--- src/rtl/mem_port_arb.sv ---
// Shares one memory port between instruction fetch (read-only) and load/store, one transaction at a time.
// Latency: grant in cycle N, o_mem_req in N+1, response pulse one cycle after i_mem_rvalid; issue-to-issue spacing is at least 4 cycles.
// Backpressure: o_mem_req and its fields hold until i_mem_ready; requesters wait for a grant while a transaction is outstanding.
module mem_port_arb #(
  parameter int TIMEOUT_CYC = 64
) (
  input  logic        i_clk,
  input  logic        i_reset,
  input  logic        i_if_req,
  input  logic [31:0] i_if_addr,
  output logic        o_if_gnt,
  output logic        o_if_rvalid,
  output logic [31:0] o_if_rdata,
  output logic        o_if_err,
  input  logic        i_ls_req,
  input  logic        i_ls_we,
  input  logic [31:0] i_ls_addr,
  input  logic [31:0] i_ls_wdata,
  input  logic [3:0]  i_ls_bmask,
  output logic        o_ls_gnt,
  output logic        o_ls_rvalid,
  output logic [31:0] o_ls_rdata,
  output logic        o_ls_err,
  output logic        o_mem_req,
  output logic        o_mem_we,
  output logic [31:0] o_mem_addr,
  output logic [31:0] o_mem_wdata,
  output logic [3:0]  o_mem_bmask,
  input  logic        i_mem_ready,
  input  logic        i_mem_rvalid,
  input  logic [31:0] i_mem_rdata
);

  // A zero timeout still gets a 1-bit counter so the declarations stay legal.
  localparam int CW = (TIMEOUT_CYC > 0) ? $clog2(TIMEOUT_CYC + 1) : 1;

  typedef enum logic [1:0] {IDLE, ISSUE, WAIT, RESP} state_t;

  typedef struct packed {
    logic        we;
    logic [31:0] addr;
    logic [31:0] wdata;
    logic [3:0]  bmask;
  } mem_req_t;

  state_t        state_q;
  logic          owner_q;    // 1: load/store owns the transaction, 0: fetch
  logic          last_ls_q;  // 1: most recent grant went to load/store
  logic [CW-1:0] cnt_q;
  mem_req_t      req_q;
  logic [31:0]   rdata_q;
  logic          err_q;

  logic grant_if;
  logic grant_ls;
  logic timeout_hit;
  logic resp_if;
  logic resp_ls;

  // Arbitration: load/store wins unless both request and it took the previous grant.
  always_comb begin
    grant_if = 1'b0;
    grant_ls = 1'b0;
    if (state_q == IDLE && !i_reset) begin
      if (i_ls_req && i_if_req) begin
        if (last_ls_q) grant_if = 1'b1;
        else           grant_ls = 1'b1;
      end else if (i_ls_req) begin
        grant_ls = 1'b1;
      end else if (i_if_req) begin
        grant_if = 1'b1;
      end
    end
  end

  assign timeout_hit = (TIMEOUT_CYC != 0) && (int'(cnt_q) == TIMEOUT_CYC - 1);

  // Transaction sequencer: latch on grant, issue, wait for response or timeout, return.
  always_ff @(posedge i_clk) begin
    if (i_reset) begin
      state_q   <= IDLE;
      owner_q   <= 1'b0;
      last_ls_q <= 1'b0;
      cnt_q     <= '0;
      req_q     <= '0;
      rdata_q   <= '0;
      err_q     <= 1'b0;
    end else begin
      case (state_q)
        IDLE: begin
          if (grant_ls) begin
            req_q     <= '{we: i_ls_we, addr: i_ls_addr, wdata: i_ls_wdata, bmask: i_ls_bmask};
            owner_q   <= 1'b1;
            last_ls_q <= 1'b1;
            state_q   <= ISSUE;
          end else if (grant_if) begin
            req_q     <= '{we: 1'b0, addr: i_if_addr, wdata: 32'd0, bmask: 4'hF};
            owner_q   <= 1'b0;
            last_ls_q <= 1'b0;
            state_q   <= ISSUE;
          end
        end
        ISSUE: begin
          if (i_mem_ready) begin
            cnt_q   <= '0;
            state_q <= WAIT;
          end
        end
        WAIT: begin
          if (cnt_q != {CW{1'b1}}) cnt_q <= cnt_q + 1'b1;
          // A real response beats a timeout landing in the same cycle.
          if (i_mem_rvalid) begin
            rdata_q <= req_q.we ? 32'd0 : i_mem_rdata;
            err_q   <= 1'b0;
            state_q <= RESP;
          end else if (timeout_hit) begin
            rdata_q <= 32'd0;
            err_q   <= 1'b1;
            state_q <= RESP;
          end
        end
        RESP: begin
          state_q <= IDLE;
        end
        default: state_q <= IDLE;
      endcase
    end
  end

  assign resp_if = (state_q == RESP) && !owner_q;
  assign resp_ls = (state_q == RESP) &&  owner_q;

  assign o_if_gnt    = grant_if;
  assign o_if_rvalid = resp_if;
  assign o_if_rdata  = resp_if ? rdata_q : 32'd0;
  assign o_if_err    = resp_if & err_q;

  assign o_ls_gnt    = grant_ls;
  assign o_ls_rvalid = resp_ls;
  assign o_ls_rdata  = resp_ls ? rdata_q : 32'd0;
  assign o_ls_err    = resp_ls & err_q;

  assign o_mem_req   = (state_q == ISSUE);
  assign o_mem_we    = req_q.we;
  assign o_mem_addr  = req_q.addr;
  assign o_mem_wdata = req_q.wdata;
  assign o_mem_bmask = req_q.bmask;

endmodule

--- config.mk ---
export PLATFORM = sky130hd
export DESIGN_NAME = mem_port_arb
export DESIGN_NICKNAME = d
export VERILOG_FILES = /design/src/rtl/mem_port_arb.sv
export SDC_FILE = /design/constraint.sdc
export NUM_CORES = 1
export LEC_CHECK = 0
export BUFFER_PORTS_ARGS = -buffer_cell sky130_fd_sc_hd__buf_2
export CAP_MARGIN = 20
export CORE_ASPECT_RATIO = 1.25
export CORE_MARGIN = 10
export CORE_UTILIZATION = 36
export CTS_BUF_LIST = sky130_fd_sc_hd__clkbuf_4 sky130_fd_sc_hd__clkbuf_8
export DETAILED_ROUTE_END_ITERATION = 16
export PLACE_DENSITY = 0.7
export SKIP_LAST_GASP = 1
export SLEW_MARGIN = 20
export SYNTH_ARGS = -nofsm -noshare
export SYNTH_HDL_FRONTEND = slang
export SYNTH_SLANG_ARGS = --single-unit
--- constraint.sdc ---
create_clock -name i_clk -period 3 [get_ports i_clk]
set_clock_uncertainty 0.05 [all_clocks]
set_input_delay 0.15 -clock i_clk [delete_from_list [all_inputs] [get_ports i_clk]]
set_output_delay 0.15 -clock i_clk [all_outputs]
set_load 0.005 [all_outputs]
==> key figures, run 1 <==
Power
  • Leak Pwr: 3.82 nW
  • Worst IR Drop VDD: 0.000336 V
  • Power Density: 575 nW/um^2

Floorplanning
  • Starting Density: 0.367
  • I/O pin cnt: 279
  • FP Rows: 47
  • Die area: 18700 sq um
  • Die height: 150 um
  • Core box area: 13300 sq um
  • Die X: 124 um

CTS
  • Clock sinks: 112
  • Post-cts repair resize count: 0
  • CTS Hold Bufs: 116
  • TritonCTS buffer count: 9
  • TritonCTS clock tree: built
  • Clk Latency, worst-skew pair: 0.36 ns
  • Clk buf depth: 2
  • Clock H-tree levels: 3
  • Clock root cell: clkbuf_8
  • Post-CTS Repair Setup Buffers: 0
  • Reg clk slew, reported paths: 0.11 ns

STA
  • RSZ-0062 raised after global routing: false
  • Worst Tran Pin Value: 0.693 ns
  • Fin crit share: 0.884
  • Hold Fails Final Rpt: 0
  • Final setup vio count: 0
  • Minimum clock period: 2.65 ns
  • PnR worst setup slack: 0.349 ns
  • FMAX: 377 MHz
  • Setup tns final: 0 ns
  • Worst Hold Margin: 0.0237 ns
  • Slew margin rel.: 0.538
  • Max-slew violations: 0

Worst setup path
  • Worst Setup Start Kind: flop
  • Setup CP Type: flop to flop
  • Crit. End Element: flop
  • CP Max Fanout: 30
  • WP data arrival: 2.91 ns
  • Critical Path RT: 3.26 ns

Yosys
  • Synthesized netlist cell count: 537
  • XOR/XNOR Fraction of Synth Area: 0
  • YS warnings: 0
  • Sequential area share after synthesis: 0.459
  • Synthesized net count: 681
  • Number of synthesized register bits: 112
  • Post-synthesis cell area: 4880 sq um
  • Multiplexer share of the synthesized area: 0.00641
  • Main combinational cell family by area after synthesis: simple AND/OR/NAND/NOR gates
  • Library cells used by synthesis: 41
  • Simple-Gate Fraction of Synth Area: 0.236
  • Compound-Gate Fraction of Synth Area: 0.226
  • Avg Cell Area, Syn: 9.09 sq um
  • Area share of fa/ha/maj cells after synthesis: 0.0128

Global routing
  • Largest net degree at the start of global routing: 69
  • GRT overflow: 0
  • Antenna violations before repair: 3
  • Vias in the first global route: 5669
  • First-pass GRT wire length: 28.7 mm
  • Gr usage total: 0.190

Placement
  • PortBufs: 278
  • Routability-driven placement congestion ratio: 0.820
  • Placed cells: 950
  • HPWL Detailed: 12.4 mm
  • DP Area: 6350 sq um
  • Pre-CTS WS: 0.812 ns

Finish
  • Layout area overhead: 58.2%
  • Fin nets: 1052
  • Final cell count without fillers: 1088
  • Non-Filler Cell Area, Final: 7720 sq um
  • Fraction of layout cells with a size suffix above 1: 0.371

Job
  • Max Cap Viol: 0

Drt
  • Drt wl/cell: 17.3 um
  • DR pass1 iterations: 5
  • Total routed wirelength: 18.8 mm
  • Vias/cell: 5.03
  • Post-route ant nets: 0
  • DR vias: 5473
  • Post-route DRC violation count: 0
  • Drt initial violations: 299

Min path
  • HP Class: primary input to flop

Run status
  • Outcome: complete, no violations
## cells in the mapped netlist
cell type / count / area [sq um]
ha_1: 5 / 62.6
nor3_1: 6 / 30.0
buf_1: 4 / 15.0
o32ai_1: 3 / 26.3
or2_2: 2 / 12.5
nand3_1: 1 / 5.00
o21a_2: 1 / 8.76
nor2b_1: 3 / 18.8
nand2_1: 69 / 259
o21a_1: 2 / 15.0
nand4_1: 1 / 6.26
nor4_2: 1 / 12.5
inv_2: 1 / 3.75
inv_1: 8 / 30.0
o21bai_1: 1 / 7.51
a311oi_1: 10 / 87.6
a22oi_1: 33 / 248
nand2b_1: 3 / 18.8
a211oi_1: 2 / 15.0
nand3_2: 1 / 10.0
clkbuf_1: 18 / 67.6
buf_4: 4 / 30.0
nand3b_1: 1 / 7.51
o21ai_0: 2 / 10.0
buf_2: 15 / 75.1
a22o_1: 32 / 280
nand3_4: 1 / 17.5
dfxtp_1: 112 / 2240
mux2_2: 1 / 11.3
nor2_1: 78 / 293
o21ai_1: 2 / 10.0
or3_1: 3 / 18.8
o31ai_2: 1 / 12.5
nor2b_4: 1 / 13.8
o31ai_1: 1 / 7.51
and2_1: 34 / 213
and3_1: 35 / 219
buf_6: 6 / 67.6
mux2i_1: 2 / 20.0
a21oi_1: 9 / 45.0
a311oi_2: 22 / 330
## worst max-delay path, stage by stage (launching register included)
cell and delay, ns:
dfxtp_1 0.35, inv_1 0.10, ha_1 0.20, nor2b_4 0.22, nand3_4 0.09, inv_2 0.39, buf_4 0.28, nand2_1 0.09
a311oi_1 0.24, dlygate4sd3_1 0.58
## final timing paths
| kind | start | end | slack [ns] | cells past startpoint |
|---|---|---|---|---|
| setup / recovery | state_q[0]$_SDFFE_PP0P_ | o_mem_addr[8]$_SDFFE_PP0P_ | 0.35 | 9 |
| hold / removal | i_ls_addr[30] | o_mem_addr[30]$_SDFFE_PP0P_ | 0.02 | 3 |
| setup reg to reg | state_q[0]$_SDFFE_PP0P_ | o_mem_addr[8]$_SDFFE_PP0P_ | 0.35 | 9 |
| hold reg to reg | cnt_q[1]$_SDFFE_PP0P_ | cnt_q[1]$_SDFFE_PP0P_ | 0.43 | 2 |
## state kept, by name, indices dropped and copies added, names as in the netlist
register     count
o_mem_wdata     32
state_q          2
err_q            1
o_mem_addr      32
o_mem_bmask      4
o_mem_we         1
cnt_q            7
rdata_q         32
last_ls_q        1
## routing by layer
layer,wire length [um],part of all wire,global-route usage
met1,6950,0.37,0.198
met2,9400,0.50,0.341
met3,1710,0.091,0.0543
met4,753,0.040,0.0888
met5,0,0,0
## placed cells by master, fill, tap and decap left out, types with 4 or more instances in the layout
cell	instances
clkbuf_8	9
buf_4	11
inv_1	8
dfxtp_1	112
a311oi_2	22
nor3_1	6
nand2_1	69
a21oi_1	8
buf_2	277
a22oi_1	33
and3_1	35
dlygate4sd3_1	118
and2_1	34
a22o_1	32
nor2_1	78
diode_2	4
ha_1	5
a311oi_1	10
## per-stage QoR
step | utilization | total power, mW
5_1_grt | 0.581 | 4.73
3_5_place_dp | 0.478 | 3.38
4_1_cts | 0.579 | 4.45
3_3_place_gp | 0.478 | 3.35
6_report | 0.581 | 4.44
2_1_floorplan | - | 2.88
## where the power goes
part           total (mW)  internal (mW)  switching (mW)
combinational        1.69          0.775           0.915
clock               0.874          0.321           0.553
sequential           1.87           1.73           0.144
total                4.44           2.83            1.61
## logic make-up after synthesis
kind of cell,after synthesis
flip-flops,112
AND/OR/NAND/NOR,240
AO/OA/AOI/OAI,121
adder cells (fa/ha/maj),5
buffers and inverters,56
multiplexers,3
## cell type report
class | instances | area [sq um]
fill | 1190 | 5570
timing repair buffer | 407 | 2670
multi-input combinational | 369 | 2370
sequential | 112 | 2240
tap | 171 | 214
clock buffer | 9 | 124
clock inverter | 7 | 61.3
inverter | 9 | 33.8
antenna | 4 | 10.0
Power figures use the tool's default switching activity.
==> inputs of run 2 (changes only) <==
--- a/config.mk
+++ b/config.mk
@@ -9,10 +9,10 @@
 export CAP_MARGIN = 20
 export CORE_ASPECT_RATIO = 1.25
 export CORE_MARGIN = 10
-export CORE_UTILIZATION = 36
+export CORE_UTILIZATION = 30
 export CTS_BUF_LIST = sky130_fd_sc_hd__clkbuf_4 sky130_fd_sc_hd__clkbuf_8
 export DETAILED_ROUTE_END_ITERATION = 16
-export PLACE_DENSITY = 0.7
+export PLACE_DENSITY = 0.6
 export SKIP_LAST_GASP = 1
 export SLEW_MARGIN = 20
 export SYNTH_ARGS = -nofsm -noshare
==> key figures, run 2 (same netlist as run 1, synthesis figures left out) <==
Run status
  • Outcome: complete, no violations

Placement
  • Placed cells: 996 (+4.8%)
  • Routability-driven placement congestion ratio: 0.768 (-6.3%)
  • Pre-CTS WS: 0.997 ns (+0.185 ns)
  • HPWL Detailed: 12.3 mm (-0.69%)
  • PortBufs: 278 (unchanged)

Global routing
  • Largest net degree at the start of global routing: 69 (unchanged)
  • Vias in the first global route: 5644 (-0.44%)
  • Gr usage total: 0.163 (-0.0268)
  • First-pass GRT wire length: 29.4 mm (+2.4%)
  • GRT overflow: 0 (unchanged)
  • Antenna violations before repair: 1 (-2)

STA
  • Worst Tran Pin Value: 0.602 ns (-0.0919 ns)
  • Final setup vio count: 0 (unchanged)
  • Slew margin rel.: 0.599 (+0.0613)
  • PnR worst setup slack: 0.439 ns (+0.0904 ns)
  • Minimum clock period: 2.56 ns (-0.0904 ns)
  • RSZ-0062 raised after global routing: false
  • Hold Fails Final Rpt: 0 (unchanged)
  • Max-slew violations: 0 (unchanged)
  • Setup tns final: 0 ns (unchanged)
  • FMAX: 391 MHz (+3.5%)
  • Fin crit share: 0.854 (-0.0301)

Power
  • Worst IR Drop VDD: 0.000312 V (-7.0%)
  • Clock share of power: 0.212 (+0.015)
  • Gate power share: 0.381 (about the same)
  • Power Density: 577 nW/um^2 (+0.43%)
  • Internal: 2.97 mW (+5.1%)
  • Leak Pwr: 3.93 nW (+2.8%)
  • Psw: 1.62 mW (+0.76%)
  • Sw Share: 0.353 (-0.00975)
  • Seq pwr share: 0.407 (-0.015)

Finish
  • Commonest non-fill, non-tap cell in the layout: buf_2
  • Layout area overhead: 63.1%
  • Fin nets: 1068 (+1.5%)
  • Most frequent cells in the layout: 277 x buf_2, 133 x dlygate4sd3_1, 112 x dfxtp_1
  • Fraction of layout cells with a size suffix above 1: 0.366 (-0.00532)
  • Ant. Diodes: 0 (-4)
  • Final cell count without fillers: 1145 (+5.2%)

Worst setup path
  • Reg2Reg Setup Slack: 0.44 ns (+0.09 ns)
  • Critical Path RT: 3.27 ns (about the same)
  • Setup CP Type: flop to flop
  • Worst Setup Start Kind: flop
  • WP data arrival: 2.83 ns (-0.08 ns)
  • Crit. End Element: flop
  • CP Max Fanout: 50 (+67%)

Drt
  • Post-route ant nets: 0 (unchanged)
  • Total routed wirelength: 18.7 mm (-0.83%)
  • DR vias: 5459 (-0.26%)
  • Vias/cell: 4.77 (-5.2%)
  • Drt initial violations: 184 (-38%)
  • DR pass1 iterations: 5 (unchanged)
  • Drt wl/cell: 16.3 um (-5.8%)
  • Post-route DRC violation count: 0 (unchanged)

CTS
  • Reg clk slew, reported paths: 0.11 ns (about the same)
  • Clk buf depth: 2 (unchanged)
  • Clock root cell: clkbuf_8
  • Post-cts repair resize count: 0 (unchanged)
  • TritonCTS clock tree: built
  • Clock H-tree levels: 3 (unchanged)
  • Clock sinks: 112 (unchanged)
  • Clk Latency, worst-skew pair: 0.39 ns (+0.03 ns)
  • TritonCTS buffer count: 9 (unchanged)

Floorplanning
  • Die height: 163 um (+8.3%)
  • Starting Density: 0.304 (-0.0636)
  • Die X: 134 um (+8.0%)
  • I/O pin cnt: 279 (unchanged)
  • FP Rows: 52 (+11%)
  • Die area: 21800 sq um (+17%)
  • Core box area: 16100 sq um (+21%)

Job
  • Max Cap Viol: 0 (unchanged)

Min path
  • HP Class: primary input to flop
run 2: final timing paths:
kind	startpoint	end	cells after the start
setup / recovery	state_q[0]$_SDFFE_PP0P_	o_mem_addr[0]$_SDFFE_PP0P_	9
hold / removal	i_if_addr[4]	o_mem_addr[4]$_SDFFE_PP0P_	3
setup reg to reg	state_q[0]$_SDFFE_PP0P_	o_mem_addr[0]$_SDFFE_PP0P_	9
hold reg to reg	cnt_q[1]$_SDFFE_PP0P_	cnt_q[1]$_SDFFE_PP0P_	2
run 2: layer usage:
layer	vias up	global-route usage	wire length, um
met3	33	0.0657	1660
li1	2667	-	-
met2	215	0.277	9000
met1	2542	0.179	7480
met4	2	0.0634	488
met5	-	0	13
run 2: final cells by class:
class,instances,area (sq um)
repair buffers,423,2840
flip-flops and latches,112,2240
fillers,1499,8110
clock inverters,7,83.8
well taps,216,270
multi-input cells,369,2370
clock buffers,9,124
inverters,9,33.8
run 2: worst max-delay path: stages, from the launching register on:
cell	delay [ns]
dfxtp_1	0.35
inv_1	0.09
ha_1	0.19
nor2b_4	0.21
nand3_4	0.09
inv_2	0.28
buf_12	0.28
nand2_1	0.10
a311oi_2	0.24
dlygate4sd3_1	0.59
run 2: per-stage QoR:
step                cell area (sq um)  total power [mW]  utilization  hold slack, ns
global route                     7960              4.91        0.495          0.0225
detailed placement               6420              3.39        0.400           0.321
finish                           7960              4.60        0.495          0.0332
floorplan                        4880              2.88            -           0.197
global placement                 6420              3.37        0.400           0.316
CTS                              7960              4.64        0.495         0.00392
run 2: power by group through the flow:
stage          sequential [mW]  clock (mW)  combinational (mW)
6_report                  1.87       0.973                1.75
5_1_grt                   1.90        1.07                1.94
4_1_cts                   1.87        1.02                1.75
3_5_place_dp              1.90           0                1.49
3_3_place_gp              1.89           0                1.48
2_1_floorplan             1.90           0               0.978
run 2: what timing repair did:
action                    in CTS  in global routing
hold buffers                 133                  0
setup buffers                  0                  0
hold endpoints to repair     102                  0
